**src/rtl/alu_pkg.sv**
```systemverilog
// Shared opcode, flag-index and FSM-state definitions for the sequenced ALU datapath.
// Comb-free: constants and types only, no latency or flow-control of its own.
package alu_pkg;

   localparam logic [2:0] OP_ADD = 3'b000;
   localparam logic [2:0] OP_SUB = 3'b001;
   localparam logic [2:0] OP_SHL = 3'b010;
   localparam logic [2:0] OP_SHR = 3'b011;
   localparam logic [2:0] OP_NOT = 3'b100;
   localparam logic [2:0] OP_AND = 3'b101;
   localparam logic [2:0] OP_OR  = 3'b110;
   localparam logic [2:0] OP_XOR = 3'b111;

   localparam int FLAG_ZERO  = 2;
   localparam int FLAG_CARRY = 1;
   localparam int FLAG_SIGN  = 0;

   typedef enum logic [2:0] {
      ST_IDLE  = 3'd0,
      ST_RD_R0 = 3'd1,
      ST_RD_RX = 3'd2,
      ST_LOAD  = 3'd3,
      ST_WB    = 3'd4
   } state_t;

endpackage

```
**src/rtl/alu_seq.sv**
```systemverilog
// Sequencer: reads R0 and RX from an external regfile, feeds an external ALU, writes RD back.
// Fixed 5-cycle cadence (DONE in the 4th cycle after accept); START is ignored while busy.
module alu_seq
   import alu_pkg::*;
#(
   parameter int DATA_W = 8,
   parameter int RF_AW  = 3
) (
   input  logic              clk,
   input  logic              rst_n,
   input  logic              start,
   input  logic [2:0]        op,
   input  logic [RF_AW-1:0]  rx_sel,
   input  logic [RF_AW-1:0]  rd_sel,
   output logic              busy,
   output logic              done,
   output logic [RF_AW-1:0]  rf_raddr,
   input  logic [DATA_W-1:0] rf_rdata,
   output logic              rf_we,
   output logic [RF_AW-1:0]  rf_waddr,
   output logic [DATA_W-1:0] rf_wdata,
   output logic [DATA_W-1:0] alu_r0,
   output logic [DATA_W-1:0] alu_rx,
   output logic [2:0]        alu_op,
   input  logic [DATA_W-1:0] alu_res,
   input  logic [2:0]        alu_flags,
   output logic [2:0]        flags
);

   state_t           state;
   logic [2:0]       op_q;
   logic [RF_AW-1:0] rx_q;
   logic [RF_AW-1:0] rd_q;

   // The ALU is combinational on the registered operands, so WB data is its live result.
   assign rf_wdata = alu_res;

   // Outputs are registered on the transition into the state that owns them.
   always_ff @(posedge clk) begin
      if (!rst_n) begin
         state    <= ST_IDLE;
         op_q     <= '0;
         rx_q     <= '0;
         rd_q     <= '0;
         busy     <= 1'b0;
         done     <= 1'b0;
         rf_raddr <= '0;
         rf_we    <= 1'b0;
         rf_waddr <= '0;
         alu_r0   <= '0;
         alu_rx   <= '0;
         alu_op   <= '0;
         flags    <= '0;
      end else begin
         done  <= 1'b0;
         rf_we <= 1'b0;
         case (state)
            ST_IDLE: begin
               if (start) begin
                  op_q     <= op;
                  rx_q     <= rx_sel;
                  rd_q     <= rd_sel;
                  busy     <= 1'b1;
                  rf_raddr <= '0;
                  state    <= ST_RD_R0;
               end
            end
            ST_RD_R0: begin
               rf_raddr <= rx_q;
               state    <= ST_RD_RX;
            end
            ST_RD_RX: begin
               alu_r0   <= rf_rdata;
               rf_raddr <= '0;
               state    <= ST_LOAD;
            end
            ST_LOAD: begin
               alu_rx   <= rf_rdata;
               alu_op   <= op_q;
               rf_we    <= 1'b1;
               rf_waddr <= rd_q;
               done     <= 1'b1;
               state    <= ST_WB;
            end
            ST_WB: begin
               flags    <= alu_flags;
               busy     <= 1'b0;
               rf_waddr <= '0;
               state    <= ST_IDLE;
            end
            default: begin
               busy     <= 1'b0;
               rf_raddr <= '0;
               rf_waddr <= '0;
               state    <= ST_IDLE;
            end
         endcase
      end
   end

endmodule

```
**config.mk**
```make
export PLATFORM = sky130hd
export DESIGN_NAME = alu_seq
export DESIGN_NICKNAME = d
export VERILOG_FILES = /design/src/rtl/alu_pkg.sv /design/src/rtl/alu_seq.sv
export SDC_FILE = /design/constraint.sdc
export NUM_CORES = 1
export LEC_CHECK = 0
export CAP_MARGIN = 0
export CORE_MARGIN = 2
export CORE_UTILIZATION = 30
export CTS_BUF_LIST = sky130_fd_sc_hd__clkbuf_16
export CTS_CLUSTER_DIAMETER = 50
export DETAILED_ROUTE_END_ITERATION = 8
export SLEW_MARGIN = 20
export SYNTH_ARGS = -nofsm -noshare
export SYNTH_HDL_FRONTEND = slang
export SYNTH_SLANG_ARGS = --single-unit
```
**constraint.sdc**
```tcl
create_clock -name clk -period 2 [get_ports clk]
set_input_delay 0.5 -clock clk [delete_from_list [all_inputs] [get_ports clk]]
set_output_delay 0.5 -clock clk [all_outputs]
set_load 0.01 [all_outputs]
```
# Word level (Yosys, flattened, before mapping)
# Cells that the tools add are included.
dict set report totals {
  register_bits 42
  inputBits 31
  out_inout_bits 39
  elab_cells 34
}
dict set report op_classes {
  n_eq_ne 5
  mux 8
  bitwise 2
  n_reduce_logical 7
}
# operator count
set ops {}
lappend ops {{$pmux W3 S4} 1}
lappend ops {{$pmux W3 S3} 1}
lappend ops {{$eq A3 B2 Y1 const B} 2}
lappend ops {{$mux W3} 2}
lappend ops {{$pmux W3 S2} 1}
lappend ops {{$reduce_and A2 Y1} 3}
lappend ops {{$reduce_or A3 Y1} 2}
lappend ops {{$eq A3 B1 Y1 const B} 1}
lappend ops {{$eq A3 B3 Y1 const B} 1}
lappend ops {{$logic_not A3 Y1} 1}
lappend ops {{$mux W1} 2}
lappend ops {{$ne A2 B2 Y1 const B} 1}
lappend ops {{$not A1 Y1} 2}
lappend ops {{$pmux W1 S2} 1}
lappend ops {{$reduce_or A2 Y1} 1}

# Logic depth before layout (Yosys ltp)
# Gate-level depths: netlist of run 1.
dict set report logic_depth {
  word_depth 4
  mapped_depth 5
  depth_no_buf 3
}

# Worst setup path before layout of run 1
# Ideal clock, no wire load.
dict set report synth_timing {
  path_type {input port to flip-flop}
  from {in start}
  to {reg op_q[2]}
  setup_ps 116
  arrival_ps 1185
  required_time_ps 1884
  slack_ps 699
  stages 4
  path_buffers 1
  cell_sequence {or4b_4 > buf_6 > nand2_1 > a21boi_1}
}
dict set report synth_between {
  elab_chain_cells 1
}
# item line_no
set synth_rtl {}
lappend synth_rtl {{start, declared} alu_seq.sv:11} ;# input logic start,
lappend synth_rtl {{$reduce_and A2 Y1 (no source line)} -}
lappend synth_rtl {{end signal, assigned} alu_seq.sv:60} ;# op_q <= op;
lappend synth_rtl {{end, declared} alu_seq.sv:31} ;# logic [2:0] op_q;
# Every way passes these cells.
# A chain may end at the register's enable or synchronous reset.

# Worst setup path in the final report of run 1
dict set report layout_timing {
  from {reg alu_op[2]}
  to {out alu_op[2]}
}
# item line_no
set layout_rtl {}
lappend layout_rtl {{start, declared} alu_seq.sv:24} ;# output logic [2:0] alu_op,
lappend layout_rtl {{start signal, assigned} alu_seq.sv:79} ;# alu_op <= op_q;
# No word-level cell between the ends.

==> results of run 1 <==
## state kept, by name (all words and copies together) (netlist names)
signal    count
alu_r0        8
rx_q          3
flags         3
rf_waddr      3
state         3
op_q          3
rf_we         1
alu_rx        8
rd_q          3
busy          1
alu_op        3
rf_raddr      3
## tightest hold or removal path: cells and delay by family (launching register included)
family	cells	cell delay, ps
compound gates	1	50
simple gates	1	50
flops	1	310
## area by class of cell
type                            count  area (µm²)  area share
Timing Repair Buffer               61         591       0.243
Clock inverter                      3        63.8      0.0263
Clock buffer                        5         125      0.0516
Multi-Input combinational cell    113         716       0.295
Sequential cell                    42         841       0.347
Tap cell                           72        90.1      0.0371
## power by group through the flow
stage                     Clock [mW]  Sequential [mW]  Combinational, mW
final                           1.02            0.905              0.261
after global routing            1.09            0.910              0.289
after CTS                       1.05            0.905              0.267
after detailed placement           0            0.924              0.266
after global placement             0            0.923              0.264
after floorplan                    0            0.925              0.153
## stage by stage
stage | cell area (µm²) | util
2_1_floorplan | 1680 | -
3_3_place_gp | 2240 | 0.409
3_5_place_dp | 2240 | 0.409
4_1_cts | 2430 | 0.443
5_1_grt | 2430 | 0.443
6_report | 2430 | 0.443
## synthesized netlist by cell type, types with 2 or more instances
library cell and n:
mux2i_1 11, clkbuf_1 4, a21boi_1 9, a21boi_0 11, a32o_1 3, dfxtp_1 42
buf_2 4, nor2_1 2, buf_6 2, nand2b_1 2, nand3_1 3, and2_1 2
a21oi_1 3, buf_4 10, nor2b_1 12, nand2_1 44, nor3b_1 2
## cell families (layout without fill, tap and decap cells)
| group | Yosys count | after routing | share of synthesized area |
|---|---|---|---|
| buffers and inverters | 20 | 69 | 0.0787 |
| xor gates and xnor gates | 1 | 1 | 0.00520 |
| DFF | 42 | 42 | 0.499 |
| muxes | 11 | 11 | 0.0654 |
| and+or+nand+nor | 73 | 73 | 0.224 |
| AOI/OAI and AO/OA | 28 | 28 | 0.127 |
## layer usage
layer	GRT usage	part of all wire
met5	0	0
met4	0.0534	0.014
met3	0.0398	0.055
met2	0.171	0.45
met1	0.159	0.48
## worst paths after layout
path / endpoint / slack (ps) / depth (start not counted)
worst max-delay path: alu_op[2] / 330 / 1
worst min-delay path: rf_waddr[1] / 450 / 2
worst max register to register: rx_q[2] / 600 / 4
worst min register to register: rf_waddr[1] / 450 / 2
==> flow_metrics.tcl, run 1 <==
set metrics [dict create \
    n_antenna_cell 0 \
    crit_chain "clkdlybuf4s50_1" \
    clock-sinks 42 \
    cp.buffers_inverters 1 \
    worstPathRequired_ps 1500 \
    async_flop_share 0 \
    vias_per_cell 4.42 \
    fmax_mhz 600 \
    crit_family "buffers and inverters" \
    finalNonFillerCells 296 \
    dp.cells 288 \
    core_um2 5470 \
    pwr-share-seq 0.415 \
    slew_headroom 0.677 \
    clk_latency_ps 280 \
    min-delay-start "rf_waddr[1]" \
    end_kind "output port" \
    drt_iter0_markers 30 \
    hp-class "reg -> reg" \
    comb_power_share 0.120 \
    final_common_cell "clkdlybuf4s50_1" \
    numCtsBuffers 5 \
    critPathKind "reg -> out" \
    synth_area_um2 1680 \
    hpwlAfterDp_um 2450 \
    grt_pass1_vias 1202 \
    synth_area_leader_cell "dfxtp_1" \
    first_pass_iters 4 \
    slew_violations 0 \
    finalClockSkew_ps 3.04 \
    drv_cap 0 \
    synthToLayoutAreaGrowth_pct 44.1 \
    power.total_mw 2.18 \
    avgSynthCellArea_um2 9.62 \
    cts_tree "yes" \
    std_cell_rows 27 \
    finalSetupViolations 0 \
    synth_cell_types 26 \
    antenna_found_initial 0 \
    status "finished, final reports clean" \
    yosysWarnings 0 \
    initial_utilization 0.308 \
    p_clk_frac 0.466 \
    path_max_fanout 2 \
    net-switching-power_mw 0.446 \
    synth_area_leaders "dfxtp_1, nand2_1, mux2i_1" \
    postRouteWirelength_um 3490 \
    synth_edf_count 0 \
    dp_slack_ps 121 \
    synthCells 175 \
    final_hold_viol_count 0 \
    post-cts-setup-buffers 0 \
    power.internal_mw 1.74 \
    setup-tns-final_ps 0 \
    drive_gt1_frac 0.0893 \
    drc 0 \
    nNetsFinal 254 \
    cts_hold_buf 0 \
    die_x_um 78.9 \
    grt_max_degree 27 \
    ys_ff_latch 42 \
    max_stage_delay_ps 560 \
    cp-start-kind "flop" \
    ctsResizeCount 0 \
    clkTransAtPathRegs_ps 60 \
    cts_max_level 2 \
    port-buffer-count 53 \
    clockRootBuffer "clkbuf_16" \
    finalCriticalPeriod_ps 1670 \
    grt_setup_unrepaired "no" \
    p_leak_nw 0.848 \
    yosysSeqAreaShare 0.499 \
    wl_per_cell_um 11.8 \
    die_h_um 78.9 \
    irDropWorstVdd_mv 0.468 \
    critPathArrivalTime_ps 1170 \
    track_usage 0.118 \
    clockBufferDepth 2 \
    cpMaxStageDelayCell "clkdlybuf4s50_1" \
    r2r_start "state[1]" \
    ant_nets 0 \
    whs_ps 453 \
    cp-startpoint "alu_op[2]" \
    final_cell_mix "clkdlybuf4s50_1, nand2_1, dfxtp_1" \
    gr-total-overflow 0 \
    die_area_um2 6230 \
    synth_fp_nets 206 \
    ioPinCount 70 \
    synth_top_area_frac 0.499 \
    gp_congestion 0.729 \
    synth_ff_type "dfxtp_1" \
    vias 1308 \
    period_share 0.833 \
    setup_ws_ps 334 \
    fill_cells 555 \
    grt_pass1_wl_um 5740 \
    swShare 0.204 \
    p_per_area_nw_per_um2 899 \
    worst_slew_pin_slew_ps 485 \
]
Note: power is estimated with default switching activity, not from simulation.
==> inputs of run 2 (changes only) <==
==> constraint.sdc (replaced) <==
create_clock -name clk -period 1.5 [get_ports clk]
set_input_delay 0.375 -clock clk [delete_from_list [all_inputs] [get_ports clk]]
set_output_delay 0.375 -clock clk [all_outputs]
set_load 0.01 [all_outputs]
==> run 2 against run 1 <==
Net effect:
- worst setup slack got worse by 210 ps
- sequential power rose by 34%
- routed wire length rose by 2.9%
- clock-buffer cell count did not move
- hold slack got worse by 21 ps
- critical endpoint is now rf_raddr[0]
- largest cell class unchanged
- largest power group is now registers
==> flow_metrics.tcl, run 2 (synthesized netlist as in run 1, its figures left out) <==
set metrics [dict create \
    drc 0 \
    gr-total-overflow 0 \
    fmax_mhz 725 \
    slew_violations 0 \
    clkTransAtPathRegs_ps 60 \
    worst_slew_pin_slew_ps 398 \
    cts_tree "yes" \
    antenna_found_initial 0 \
    first_pass_iters 5 \
    post-cts-setup-buffers 0 \
    max_stage_delay_ps 560 \
    clockBufferDepth 2 \
    path_max_fanout 11 \
    cp-start-kind "flop" \
    nNetsFinal 258 \
    grt_max_degree 27 \
    die_area_um2 6230 \
    multi_input_area_um2 716 \
    ant_nets 0 \
    track_usage 0.122 \
    die_h_um 78.9 \
    finalSetupViolations 0 \
    power.total_mw 2.73 \
    die_x_um 78.9 \
    cts_max_level 2 \
    critPathArrivalTime_ps 1550 \
    ioPinCount 70 \
    numCtsBuffers 5 \
    hpwlAfterDp_um 2470 \
    clockRootBuffer "clkbuf_16" \
    pwr-share-seq 0.442 \
    cts_hold_buf 0 \
    finalClockSkew_ps 4.05 \
    hp-class "in -> reg" \
    drive_gt1_frac 0.101 \
    gp_congestion 0.666 \
    postRouteWirelength_um 3590 \
    reg_top3 "alu_r0 (8), alu_rx (8)" \
    p_clk_frac 0.433 \
    r2r_start "state[0]" \
    clock-sinks 42 \
    comb_power_share 0.125 \
    grt_pass1_vias 1203 \
    finalCriticalPeriod_ps 1380 \
    fin_util 0.437 \
    drv_cap 0 \
    end_kind "flop" \
    clk_latency_ps 280 \
    crit_top_cell "buf_4" \
    seqCellArea_um2 841 \
    drt_iter0_markers 52 \
    net-switching-power_mw 0.598 \
    crit_chain "buf_4 > o31ai_1 > buf_4 > a32o_1" \
    port-buffer-count 53 \
    grt_pass1_wl_um 5800 \
    status "finished, final reports clean" \
    vias 1320 \
    min-delay-start "start" \
    irDropWorstVdd_mv 0.539 \
    period_share 0.919 \
    synthToLayoutAreaGrowth_pct 42.1 \
    power.internal_mw 2.13 \
    final_hold_viol_count 0 \
    fill_cells 564 \
    n_antenna_cell 0 \
    p_per_area_nw_per_um2 1140 \
    final_cell_mix "nand2_1, dfxtp_1, dlygate4sd2_1" \
    final_common_cell "nand2_1" \
    slew_headroom 0.734 \
    critPathKind "reg -> reg" \
    stdcell_area_um2 2390 \
    initial_utilization 0.308 \
    placed_area_um2 2270 \
    core_um2 5470 \
    grt_setup_unrepaired "no" \
    cpMaxStageDelayCell "dfxtp_1" \
    std_cell_rows 27 \
    wl_per_cell_um 12.0 \
    cp-startpoint "state[0]" \
    swShare 0.219 \
    vias_per_cell 4.40 \
    p_leak_nw 1.02 \
    worstPathRequired_ps 1670 \
]
-- run 2: power by group through the flow --
| stage | Combinational [mW] | Clock (mW) | Sequential, mW |
|---|---|---|---|
| 4_1_cts | 0.346 | 1.21 | 1.21 |
| 3_3_place_gp | 0.360 | 0 | 1.23 |
| 6_report | 0.341 | 1.18 | 1.21 |
| 5_1_grt | 0.378 | 1.27 | 1.21 |
| 3_5_place_dp | 0.363 | 0 | 1.23 |
| 2_1_floorplan | 0.203 | 0 | 1.23 |
-- run 2: critical path, delay by kind of cell (launching register included) --
| family | cells | cell delay (ps) |
|---|---|---|
| buffers and inverters | 2 | 370 |
| AOI/OAI and AO/OA | 2 | 330 |
| DFF | 1 | 560 |
-- run 2: metal layers --
layer / vias to the layer above / global-route usage / share of wire
met4: 0 / 0.0431 / 0.0073
li1: 673 / - / -
met1: 604 / 0.155 / 0.47
met5: - / 0 / 0
met3: 6 / 0.0557 / 0.066
met2: 37 / 0.183 / 0.45
-- run 2: what timing repair did --
item | in CTS | in global routing
gates cloned | 0 | 0
endpoints found under the setup margin | 31 | 1
resized for setup | 31 | 1
-- run 2: through the flow --
step / setup WS, ps / hold WS, ps / TNS, ps / std cells
global placement: -213 / 441 / -2480 / 292
global route: 31.0 / 472 / 0 / 300
detailed placement: -230 / 445 / -2680 / 292
CTS: 40.5 / 450 / 0 / 300
floorplan: 201 / 434 / 0 / 175
finish: 121 / 432 / 0 / 300
-- run 2: final timing paths --
kind	slack, ps	endpoint	cells past startpoint
setup reg to reg	120	rf_raddr[0]	4
setup / recovery	120	rf_raddr[0]	4
hold / removal	430	state[0]	3
hold reg to reg	450	rf_waddr[2]	2
-- run 2: layout make-up --
type / count / area share
Clock buffer: 5 / 0.0523
Clock inverter: 3 / 0.0157
Multi-Input combinational cell: 113 / 0.299
Sequential cell: 42 / 0.351
Tap cell: 72 / 0.0376
Timing Repair Buffer: 65 / 0.244
